<file path="src/rtl/fifo_wr_arbiter.sv">
// Round-robin arbiter granting one requester at a time bursts of up to BURST_LEN
// writes into a downstream synchronous FIFO, with a fixed one-cycle arbitration gap.
module fifo_wr_arbiter #(
    parameter int unsigned DATA_WIDTH = 8,
    parameter int unsigned NUM_REQ    = 4,
    parameter int unsigned BURST_LEN  = 4
) (
    input  logic                          clk,
    input  logic                          reset,
    input  logic [NUM_REQ-1:0]            req_valid,
    input  logic [NUM_REQ*DATA_WIDTH-1:0] req_data,
    output logic [NUM_REQ-1:0]            req_ready,
    input  logic                          fifo_full,
    output logic                          fifo_wr_en,
    output logic [DATA_WIDTH-1:0]         fifo_data_in,
    output logic                          grant_valid,
    output logic [$clog2(NUM_REQ)-1:0]    grant_id
);

    localparam int unsigned ID_W  = $clog2(NUM_REQ);
    localparam int unsigned CNT_W = $clog2(BURST_LEN + 1);
    localparam logic [CNT_W-1:0] LAST_BEAT = CNT_W'(BURST_LEN - 1);

    typedef enum logic {StIdle, StGrant} state_t;

    state_t            r_state;
    logic [ID_W-1:0]   r_owner;
    logic [ID_W-1:0]   r_rr_ptr;
    logic [CNT_W-1:0]  r_beat_cnt;

    logic [DATA_WIDTH-1:0] w_slice [NUM_REQ];
    logic [ID_W-1:0]       w_idx;
    logic [ID_W-1:0]       w_pick;
    logic                  w_any;
    logic                  w_grant;
    logic                  w_own_valid;
    logic                  w_last;

    always_comb begin
        for (int i = 0; i < NUM_REQ; i++) begin
            w_slice[i] = req_data[i*DATA_WIDTH +: DATA_WIDTH];
        end
    end

    // Descending scan so the requester closest to r_rr_ptr is the last (winning) match.
    always_comb begin
        w_any  = |req_valid;
        w_pick = r_rr_ptr;
        w_idx  = r_rr_ptr;
        for (int k = NUM_REQ - 1; k >= 0; k--) begin
            w_idx = r_rr_ptr + ID_W'(k);
            if (req_valid[w_idx]) begin
                w_pick = w_idx;
            end
        end
    end

    // Outputs are forced low while reset is high so an interrupted burst writes nothing.
    always_comb begin
        w_grant     = (r_state == StGrant) && !reset;
        w_own_valid = req_valid[r_owner];
        w_last      = (r_beat_cnt == LAST_BEAT);
        req_ready   = '0;
        if (w_grant) begin
            req_ready[r_owner] = !fifo_full;
        end
        fifo_wr_en   = w_grant && w_own_valid && !fifo_full;
        fifo_data_in = w_grant ? w_slice[r_owner] : '0;
        grant_valid  = w_grant;
        grant_id     = w_grant ? r_owner : '0;
    end

    always_ff @(posedge clk) begin
        if (reset) begin
            r_state    <= StIdle;
            r_owner    <= '0;
            r_rr_ptr   <= '0;
            r_beat_cnt <= '0;
        end else begin
            case (r_state)
                StIdle: begin
                    if (w_any) begin
                        r_owner    <= w_pick;
                        r_beat_cnt <= '0;
                        r_state    <= StGrant;
                    end
                end
                StGrant: begin
                    if (!w_own_valid) begin
                        r_state  <= StIdle;
                        r_rr_ptr <= r_owner + ID_W'(1);
                    end else if (!fifo_full) begin
                        r_beat_cnt <= r_beat_cnt + CNT_W'(1);
                        if (w_last) begin
                            r_state  <= StIdle;
                            r_rr_ptr <= r_owner + ID_W'(1);
                        end
                    end
                end
                default: r_state <= StIdle;
            endcase
        end
    end

endmodule

</file>
<file path="config.mk">
export PLATFORM = sky130hd
export DESIGN_NAME = fifo_wr_arbiter
export DESIGN_NICKNAME = d
export VERILOG_FILES = /design/src/rtl/fifo_wr_arbiter.sv
export SDC_FILE = /design/constraint.sdc
export NUM_CORES = 1
export LEC_CHECK = 0
export ABC_AREA = 1
export CAP_MARGIN = 20
export CORE_ASPECT_RATIO = 0.7
export CORE_MARGIN = 8
export CORE_UTILIZATION = 41
export DETAILED_ROUTE_END_ITERATION = 8
export PLACE_DENSITY = 0.85
export SKIP_CTS_REPAIR_TIMING = 1
export SYNTH_ARGS = -nofsm -noshare
export SYNTH_HDL_FRONTEND = slang
export SYNTH_SLANG_ARGS = --single-unit
</file>
<file path="constraint.sdc">
create_clock -name clk -period 3.25 [get_ports clk]
set_clock_uncertainty 0.05 [all_clocks]
set_input_delay 0.8125 -clock clk [delete_from_list [all_inputs] [get_ports clk]]
set_output_delay 0.8125 -clock clk [all_outputs]
set_load 0.02 [all_outputs]
</file>
Word-level counts from Yosys, hierarchy flattened
Index checks and enable logic that the tools add are counted.

storage, ports and cells
  word-level logic and storage cells = 69
  register bits = 8
  output and inout port bits = 16

cells by class
  reduce and logical (&&, ||, !) cells = 10
  bitwise logic cells = 3
  order comparisons = 7
  muxes and demuxes = 34
  equality and inequality tests = 6
  add/subtract/negate cells = 5

operator list
  cell                                                                number
  2-to-1 mux 8 bit                                                    3
  binary-select mux 8 bit (select 2 bit)                              1
  2-to-1 mux 2 bit                                                    8
  < comparator 2 x 3 -> 1 bit (second input constant)                 5
  binary-select mux 1 bit (select 2 bit)                              5
  2-to-1 mux 1 bit                                                    10
  2-to-1 mux 3 bit                                                    3
  != test 2 bit (second input constant)                               3
  one-hot mux 3 bit (2 select lines)                                  1
  AND reduction 3 bit                                                 2
  adder 2 x 1 -> 2 bit (second input constant)                        2
  adder 2 bit (second input constant)                                 2
  AND 4 bit                                                           1
  logical AND 1 bit                                                   4
  2-to-1 mux 4 bit                                                    1
  != test 2 x 1 -> 1 bit (second input constant)                      2
  OR reduction 4 bit                                                  1
  adder 3 x 1 -> 3 bit (second input constant)                        1
  == test 3 x 2 -> 1 bit (second input constant)                      1
  greater-or-equal comparator 3 bit (second input constant)           1
  inverter 2 -> 3 bit                                                 1
  demux 1 bit (select 2 bit)                                          1
  greater-or-equal comparator 2 x 1 -> 1 bit (second input constant)  1
  zero test 1 bit                                                     2
  other kinds (3)                                                     3

Depth between registers and ports, before layout
Gate-level depths: netlist (run 1).

  word-level depth = 7
  mapped depth = 12
  mapped depth without buffers = 11

Least setup slack after synthesis (run 1)
Ideal clock, no wire load.

  kind = input -> output
  start point = in reset
  end point = out fifo_data_in[1]
  setup slack = 592 ps
  required time = 2,388 ps
  buffers on the path = 1
  cell stages on the path = 4
  arrival = 1,796 ps
  path through = nor2_1 inv_2 buf_2 a21oi_1

on the way
  longest elaborated chain between the ends = 3

ends and longest elaborated chain
  what               line  RTL
  start, declared    9     input logic reset,
  zero test 1 bit    60    w_grant = (r_state == StGrant) && !reset;
  logical AND 1 bit  60
  2-to-1 mux 8 bit   68    fifo_data_in = w_grant ? w_slice[r_owner] : '0;
  end, declared      15    output logic [DATA_WIDTH-1:0] fifo_data_in,

No other way between the ends.

Worst setup path in the final report (run 1)
  start point = in reset
  end point = out fifo_data_in[3]

Same word-level chain as after synthesis.

==> impl_metrics.csv, run 1 <==
group,metric,value,unit
synthesis,syn_avg_cell_area,5.487,um2
sta,min_period_over_period,97.84,%
clock_network,cts_max_path_buffers,2,
route,ant_nets,0,
outcome,status,"complete, no violations",
setup_path,slowest_delay,0.63,ns
floorplan,die_h,56.95,um
min_path,min_path_type,"register to register",
finish,antenna_cells_inserted,0,
floorplan,io_pins,55,
clock_network,numCtsBuffers,3,
synthesis,synthCells,179,
setup_path,worst-path-max-fanout,14,
place,gp_congestion,0.8048,
setup_path,rrSetupSlack,1.67,ns
global_route,top_usage_layer,"met2",
sta,finalSetupViolCount,0,
sta,timing.slew.headroom,67.49,%
sta,max_freq,314.5,MHz
floorplan,die_area,0.004243,mm2
finish,fin_nets,282,
synthesis,ys_types,20,
floorplan,die_x,74.50,um
power_and_ir_drop,power.leakage,0.8560,nW
place,hpwl,2982,um
clock_network,h-tree-depth,1,
clock_network,clkLatencyLatePin,0.25,ns
route,drcViolationCount,0,
power_and_ir_drop,power_density,358.6,mW/mm2
global_route,met2_usage,29.24,%
global_route,grt_max_degree,18,
power_and_ir_drop,seqPwrFrac,23.7,%
finish,layout-drive-gt1-share,11.91,%
synthesis,ys_ff_latch,8,
setup_path,cp.arrival,2.32,ns
route,drtIter0Drc,115,
power_and_ir_drop,pwr-share-comb,63.5,%
sta,hold_violations,0,
route,avgRoutedWirePerCell,14.19,um
global_route,grt_pass1_vias,1244,
clock_network,cts-root-buf,"clkbuf_4",
synthesis,yosysSeqAreaShare,16.31,%
sta,slew_viol_final,0,
finish,fin_util,72.85,%
floorplan,start_util,44.50,%
synthesis,yosys-top-cells-area,"dfxtp_1 (16%), nor2_1 (15%), nand2_1 (15%)",
synthesis,yosys.area.top_type,"dfxtp_1",
place,port_buffers,54,
global_route,gr-usage-met3,4.355,%
floorplan,core.rowCount,14,
power_and_ir_drop,clock_power_share,12.8,%
global_route,grt.total_usage,17.32,%
power_and_ir_drop,p_int,0.0003098,W
synthesis,synth_top_area_share,16.31,%
route,first_pass_iters,4,
sta,holdWs,0.4235,ns
route,vias_per_cell,5.034,
setup_path,path_cells,"clkdlybuf4s50_1 -> nor2_1 -> inv_2 -> a21oi_1 -> clkdlybuf4s50_1",
sta,tightest_slew,0.4870,ns
floorplan,fp.coreArea,0.002207,mm2
setup_path,start_kind,"input port",
setup_path,cp_slowest_cell,"clkdlybuf4s50_1",
flow_run,maxCapViolCount,0,
finish,syn_to_final_growth,63.69,%
power_and_ir_drop,p_switching,0.0002668,W
setup_path,required,2.39,ns
place,place_inst,264,
global_route,grt_pass1_wl,5899,um
setup_path,critical_path_buf_inv_count,3,
synthesis,syn_nets,224,
finish,layout.cells.non_filler,267,
setup_path,crit_family,"buffers and inverters",
power_and_ir_drop,netSwitchingFraction,46.27,%
sta,rsz0062_at_grt,"false",
setup_path,cp-end-kind,"primary output",
global_route,gr-total-overflow,0,
route,vias,1344,
clock_network,cts_sinks,8,
synthesis,yosys_warnings,0,
clock_network,cts_tree,"built",
finish,fillers,197,
power_and_ir_drop,ir_drop,0.0003514,V
setup_path,crit_path_frequent_cell,"clkdlybuf4s50_1",
route,drt-total-wl,3789,um
clock_network,clk_pin_slew,0.05,ns
global_route,grt_use_met1,22.41,%
synthesis,synth_area,982.2,um2
global_route,antenna_found_initial,0,
sta,layout_min_cycle_time,3.180,ns
setup_path,crit_type,"input port to primary output",
cells by family (layout without fill, tap and decap cells):
group | Yosys count | after routing | synth area share, %
AND/OR/NAND/NOR | 97 | 97 | 41.02
flip-flops | 8 | 8 | 16.31
AO/OA/AOI/OAI | 40 | 40 | 21.53
buffers and inverters | 28 | 84 | 13.50
adder cells (fa/ha/maj) | 6 | 6 | 7.643
worst paths after layout:
check                              startpoint         endpoint  depth (start not counted)
worst max register to register     r_owner[0]      r_rr_ptr[1]                          9
worst max-delay path                    reset  fifo_data_in[3]                          5
worst min register to register  r_beat_cnt[2]    r_beat_cnt[2]                          2
worst min-delay path            r_beat_cnt[2]    r_beat_cnt[2]                          2
sequential cells by signal, summed over array words and instances, names as in the netlist:
name	flops
r_rr_ptr	2
r_beat_cnt	3
r_owner	2
r_state	1
cell type report:
cell class                      count  area [um2]  area share, %
Sequential cell                     8       160.2          9.961
Timing Repair Buffer               61       613.1          38.13
Inverter                           20       82.58          5.136
Clock buffer                        3       22.52          1.401
Tap cell                           32       40.04          2.490
Multi-Input combinational cell    143       689.4          42.88
worst min-delay path: cells and delay by family (launching register included):
| kind | cells | cell delay, ns |
|---|---|---|
| AOI/OAI and AO/OA | 1 | 0.05 |
| DFF | 1 | 0.30 |
| and+or+nand+nor | 1 | 0.07 |
power groups by stage:
stage	combinational [W]	clock, W	sequential, W
finish	0.000366	0.0000737	0.000137
global route	0.000411	0.0000830	0.000138
CTS	0.000364	0.0000770	0.000135
detailed placement	0.000362	0	0.000137
global placement	0.000348	0	0.000136
floorplan	0.000250	0	0.000124
layer usage:
| metal | vias up | wire length, um |
|---|---|---|
| met2 | 50 | 1693 |
| met1 | 612 | 1760 |
| li1 | 680 | - |
| met5 | - | 0 |
| met3 | 2 | 317 |
| met4 | 0 | 19 |
layout by cell type (no fill, tap or decap), drive strengths merged:
cell type / netlist / layout
nor2: 40 / 40
dlymetal6s2s: 0 / 8
buf: 7 / 7
clkdlybuf4s50: 0 / 46
nand2: 45 / 45
o21ai: 26 / 26
nand3: 11 / 11
nand4: 1 / 1
a21oi: 14 / 14
dfxtp: 8 / 8
clkbuf: 1 / 3
ha: 6 / 6
inv: 20 / 20
stage by stage:
step	total power, W	TNS, ns	setup WS [ns]	instance area [um2]
finish	0.0005766	0	0.07014	1608
CTS	0.0005764	-0.1153	-0.1153	1588
floorplan	0.0003743	0	0.5916	982.2
global route	0.0006324	0	0.006334	1608
global placement	0.0004836	-0.06950	-0.06950	1565
detailed placement	0.0004994	-0.1056	-0.1056	1565
Yosys cell counts:
| master | n |
|---|---|
| ha_1 | 6 |
| clkbuf_1 | 1 |
| nand3_1 | 10 |
| buf_4 | 2 |
| o21ai_1 | 5 |
| nand4_1 | 1 |
| a21oi_2 | 1 |
| nand2_2 | 7 |
| nand3_2 | 1 |
| o21ai_2 | 2 |
| buf_6 | 1 |
| a21oi_1 | 13 |
| buf_2 | 4 |
| nand2_1 | 38 |
| inv_1 | 13 |
| o21ai_0 | 19 |
| inv_2 | 6 |
| dfxtp_1 | 8 |
| nor2_1 | 40 |
| inv_8 | 1 |
(Power assumes the default switching activity.)
==> inputs of run 2 (changes only) <==
Settings changed: CORE_MARGIN 8 to 4.
==> run 2 against run 1 <==
Against the previous run:
- via count decreased by 4.7%
- fmax decreased by 0.45%
- final cell count down 0.37%
- design area shrank 0.39%
- utilization fell by 0.28 points
- count of clock-buffer cells in the layout stayed put
- combinational power shrank 4%
- critical path type unchanged
- largest cell class unchanged
- highest routed layer is now met3
==> impl_metrics.csv, run 2 (synthesis results as in run 1) <==
group,metric,value,unit
outcome,status,"complete, no violations",
sta,fin_ws,0.05577,ns
finish,largest_reg_flops,3,
sta,finalSetupViolCount,0,
global_route,gr-total-overflow,0,
power_and_ir_drop,power.leakage,0.8512,nW
finish,fillers,197,
floorplan,fp.coreArea,0.002207,mm2
place,place_inst,263,
setup_path,worst-path-max-fanout,14,
global_route,antenna_found_initial,0,
setup_path,start_kind,"input port",
power_and_ir_drop,p_int,0.0003074,W
sta,hold_violations,0,
clock_network,cts_sinks,8,
power_and_ir_drop,pwr-share-comb,61.4,%
place,hpwl,2690,um
route,first_pass_iters,4,
finish,seq_area,161.4,um2
setup_path,crit_path_frequent_cell,"clkdlybuf4s50_1",
place,pre_cts_slack,-0.09425,ns
power_and_ir_drop,seqPwrFrac,25.3,%
sta,min_period_over_period,98.28,%
global_route,grt_max_degree,15,
clock_network,cts_max_path_buffers,2,
place,gp_congestion,0.7872,
setup_path,cp.arrival,2.33,ns
floorplan,die_h,48.95,um
route,drtIter0Drc,114,
finish,fin_nets,281,
setup_path,crit_type,"input port to primary output",
clock_network,cts_tree,"built",
sta,timing.slew.headroom,69.10,%
finish,antenna_cells_inserted,0,
place,port_buffers,54,
global_route,grt_pass1_vias,1160,
route,vias,1281,
clock_network,numCtsBuffers,3,
sta,layout_min_cycle_time,3.194,ns
power_and_ir_drop,power_density,356.4,mW/mm2
power_and_ir_drop,netSwitchingFraction,46.15,%
sta,tightest_slew,0.4629,ns
finish,layout-drive-gt1-share,11.97,%
setup_path,critical_path_buf_inv_count,3,
power_and_ir_drop,p_switching,0.0002634,W
floorplan,io_pins,55,
setup_path,required,2.39,ns
setup_path,cp-end-kind,"primary output",
finish,mostFrequentLayoutCells,"clkdlybuf4s50_1 (46), nor2_1 (40), nand2_1 (38), o21ai_0 (19)",
route,drt-total-wl,3408,um
floorplan,die_x,66.50,um
route,drcViolationCount,0,
setup_path,cp_slowest_cell,"clkdlybuf4s50_1",
min_path,min_path_type,"register to register",
finish,reg.largest.list,"r_beat_cnt (3), r_owner (2), r_rr_ptr (2)",
finish,layout.cells.non_filler,266,
sta,rsz0062_at_grt,"false",
finish,syn_to_final_growth,63.06,%
clock_network,clk_pin_slew,0.05,ns
setup_path,cp-startpoint,"reset",
global_route,grt_pass1_wl,5395,um
setup_path,path_cells,"clkdlybuf4s50_1 -> nor2_1 -> inv_2 -> a21oi_1 -> clkdlybuf4s50_1",
floorplan,die_area,0.003255,mm2
sta,max_freq,313.1,MHz
sta,slew_viol_final,0,
clock_network,cts-root-buf,"clkbuf_4",
route,ant_nets,0,
sta,holdWs,0.4251,ns
setup_path,r2r-start,"r_owner[0]",
min_path,min-delay-start,"r_beat_cnt[2]",
power_and_ir_drop,ir_drop,0.0002870,V
floorplan,core.rowCount,14,
flow_run,maxCapViolCount,0,
finish,multi_input_area,689.4,um2
floorplan,start_util,44.50,%
route,vias_per_cell,4.816,
power_and_ir_drop,clock_power_share,13.3,%
clock_network,clkLatencyLatePin,0.25,ns
clock_network,h-tree-depth,1,
route,avgRoutedWirePerCell,12.81,um
setup_path,crit_family,"buffers and inverters",
finish,final_common_cell,"clkdlybuf4s50_1",
setup_path,slowest_delay,0.62,ns
global_route,grt.total_usage,20.74,%
finish,top_register,"r_beat_cnt",
==> run 2: changes by cell type in the layout (fill, tap and decap cells not counted), sizes merged <==
cell | before | now
buf | 7 | 6
==> run 2: worst paths after layout <==
kind,to,slack (ns),cells past startpoint
setup / recovery,fifo_data_in[7],0.06,5
hold / removal,r_beat_cnt[2],0.43,2
setup reg to reg,r_rr_ptr[1],1.63,5
hold reg to reg,r_beat_cnt[2],0.43,2
==> run 2: metrics by stage <==
stage	setup TNS (ns)	cell area, um2	power (W)	utilization (%)
after floorplan	0	982.2	0.0003743	-
final	0	1602	0.0005708	72.56
after global placement	-0.06411	1558	0.0004784	70.58
after detailed placement	-0.1133	1558	0.0004932	70.58
after CTS	-0.1210	1580	0.0005710	71.60
after global routing	0	1602	0.0006272	72.56
==> run 2: cell type report <==
type                    count  share of cell area [%]
clock buffers               3                   1.406
inverters                  20                   5.156
multi-input cells         143                   43.05
flip-flops and latches      8                   10.08
well taps                  32                   2.500
repair buffers             60                   37.81
==> run 2: worst min-delay path, cell delays in order, from the launching register on <==
cell,delay (ns)
dfxtp_1,0.30
nand3_1,0.07
o21ai_1,0.05
==> run 2: power groups by stage <==
stage | Combinational (W) | Clock, W | Sequential [W]
global placement | 0.000335 | 0 | 0.000143
global route | 0.000393 | 0.0000861 | 0.000148
detailed placement | 0.000348 | 0 | 0.000145
floorplan | 0.000250 | 0 | 0.000124
CTS | 0.000349 | 0.0000784 | 0.000143
finish | 0.000351 | 0.0000760 | 0.000144
==> run 2: metal layers <==
layer / GRT usage [%] / routed length (um)
met5: 0 / 0
met4: 2.027 / 0
met3: 4.378 / 364
met2: 32.29 / 1508
met1: 30.04 / 1536
==> inputs of run 3 (changes only) <==
Settings changed: CORE_UTILIZATION 41 to 40, PLACE_DENSITY 0.85 to 0.83.
==> run 3 against run 2 <==
Against the previous run:
- count of clock-buffer cells in the layout unchanged
- total power rose by 0.53%
- clock power up 3.3%
- critical endpoint is now req_ready[0]
==> impl_metrics.csv, run 3 (synthesis results as in run 1) <==
group,metric,value,unit
finish,layout-drive-gt1-share,11.97,%
finish,final_common_cell,"clkdlybuf4s50_1",
place,place_inst,263,
finish,layout.cells.non_filler,266,
route,drcViolationCount,0,
floorplan,start_util,43.81,%
finish,fillers,205,
global_route,grt_max_degree,22,
floorplan,fp.coreArea,0.002242,mm2
sta,min_period_over_period,98.51,%
route,drt-total-wl,3467,um
setup_path,start_kind,"input port",
power_and_ir_drop,power.leakage,0.9233,nW
global_route,grt_pass1_vias,1200,
sta,holdWs,0.4248,ns
sta,hold_violations,0,
sta,max_freq,312.4,MHz
finish,syn_to_final_growth,64.08,%
setup_path,crit_type,"input port to primary output",
finish,fin_util,71.88,%
power_and_ir_drop,p_switching,0.0002662,W
setup_path,cp-end-kind,"primary output",
floorplan,core.rowCount,14,
clock_network,clkLatencyLatePin,0.26,ns
route,vias,1310,
finish,antenna_cells_inserted,0,
global_route,gr-total-overflow,0,
power_and_ir_drop,ir_drop,0.0002807,V
global_route,grt_pass1_wl,5444,um
global_route,grt.total_usage,20.61,%
flow_run,maxCapViolCount,0,
clock_network,h-tree-depth,1,
setup_path,cp-startpoint,"reset",
clock_network,cts_tree,"built",
route,vias_per_cell,4.925,
setup_path,required,2.39,ns
clock_network,numCtsBuffers,3,
power_and_ir_drop,power_density,356.0,mW/mm2
setup_path,cp.arrival,2.34,ns
power_and_ir_drop,pwr-share-comb,62.2,%
sta,tns,0,ns
clock_network,cts_sinks,8,
finish,largest_reg_flops,3,
setup_path,ff2ff_path_depth,8,
sta,rsz0062_at_grt,"false",
min_path,min-delay-start,"r_beat_cnt[1]",
power_and_ir_drop,netSwitchingFraction,46.39,%
place,gp_congestion,0.9194,
finish,reg.largest.list,"r_beat_cnt (3), r_owner (2), r_rr_ptr (2)",
place,placed_area,0.001558,mm2
power_and_ir_drop,p_int,0.0003076,W
outcome,status,"complete, no violations",
global_route,antenna_found_initial,0,
setup_path,r2r_end,"r_beat_cnt[2]",
setup_path,critical_path.endpoint,"req_ready[0]",
clock_network,cts-root-buf,"clkbuf_4",
route,avgRoutedWirePerCell,13.03,um
setup_path,worst-path-max-fanout,14,
place,hpwl,2689,um
finish,mostFrequentLayoutCells,"clkdlybuf4s50_1 (42), nor2_1 (40), nand2_1 (38), o21ai_0 (19)",
clock_network,clk_pin_slew,0.05,ns
sta,timing.slew.headroom,68.96,%
route,first_pass_iters,4,
floorplan,die_area,0.003325,mm2
place,port_buffers,54,
power_and_ir_drop,seqPwrFrac,24.1,%
finish,top_register,"r_beat_cnt",
sta,slew_viol_final,0,
finish,design_area,0.001612,mm2
power_and_ir_drop,clock_power_share,13.7,%
route,ant_nets,0,
sta,tightest_slew,0.4650,ns
sta,finalSetupViolCount,0,
finish,fin_nets,281,
floorplan,die_h,49.46,um
sta,layout_min_cycle_time,3.201,ns
setup_path,rrSetupSlack,1.72,ns
floorplan,io_pins,55,
min_path,min_path_type,"register to register",
clock_network,cts_max_path_buffers,2,
route,drtIter0Drc,81,
setup_path,r2r-start,"r_owner[1]",
floorplan,die_x,67.23,um
## run 3: per-layer routing
metal  GRT usage [%]  vias to the layer above  part of all wire [%]
met3           4.545                        2                   7.4
met4           2.357                        0                  0.35
li1                -                      680                     -
met5               0                        -                     0
met2           35.24                       46                    49
met1           27.02                      582                    43
## run 3: how the worst min path moves through the flow
stage | cells past startpoint | end
2_1_floorplan | 1 | r_beat_cnt[0]
3_3_place_gp | 1 | r_beat_cnt[0]
3_5_place_dp | 2 | r_beat_cnt[1]
4_1_cts | 2 | r_beat_cnt[1]
5_1_grt | 2 | r_beat_cnt[1]
6_report | 2 | r_beat_cnt[1]
## run 3: area by class of cell
type,instances,area (um2),share of cell area (%)
Tap cell,32,40.04,2.484
Clock buffer,3,22.52,1.398
Multi-Input combinational cell,143,689.4,42.78
Timing Repair Buffer,60,615.6,38.20
Sequential cell,8,161.4,10.02
Inverter,20,82.58,5.124
## run 3: power by group through the flow
stage	clock [W]	sequential (W)	combinational (W)
global route	0.0000878	0.000141	0.000400
CTS	0.0000810	0.000137	0.000357
floorplan	0	0.000124	0.000250
detailed placement	0	0.000139	0.000353
global placement	0	0.000138	0.000341
finish	0.0000785	0.000138	0.000357
## run 3: critical path: stages
cell             delay [ns]
clkdlybuf4s50_1        0.44
nor2_1                 0.20
inv_2                  0.15
nor2_1                 0.12
clkdlybuf4s50_1        0.62
## run 3: per-stage QoR
stage / total power (W) / setup WS [ns]
floorplan: 0.0003743 / 0.5916
CTS: 0.0005751 / -0.1035
global route: 0.0006290 / 0.005442
finish: 0.0005738 / 0.04854
global placement: 0.0004796 / -0.05820
detailed placement: 0.0004925 / -0.09034
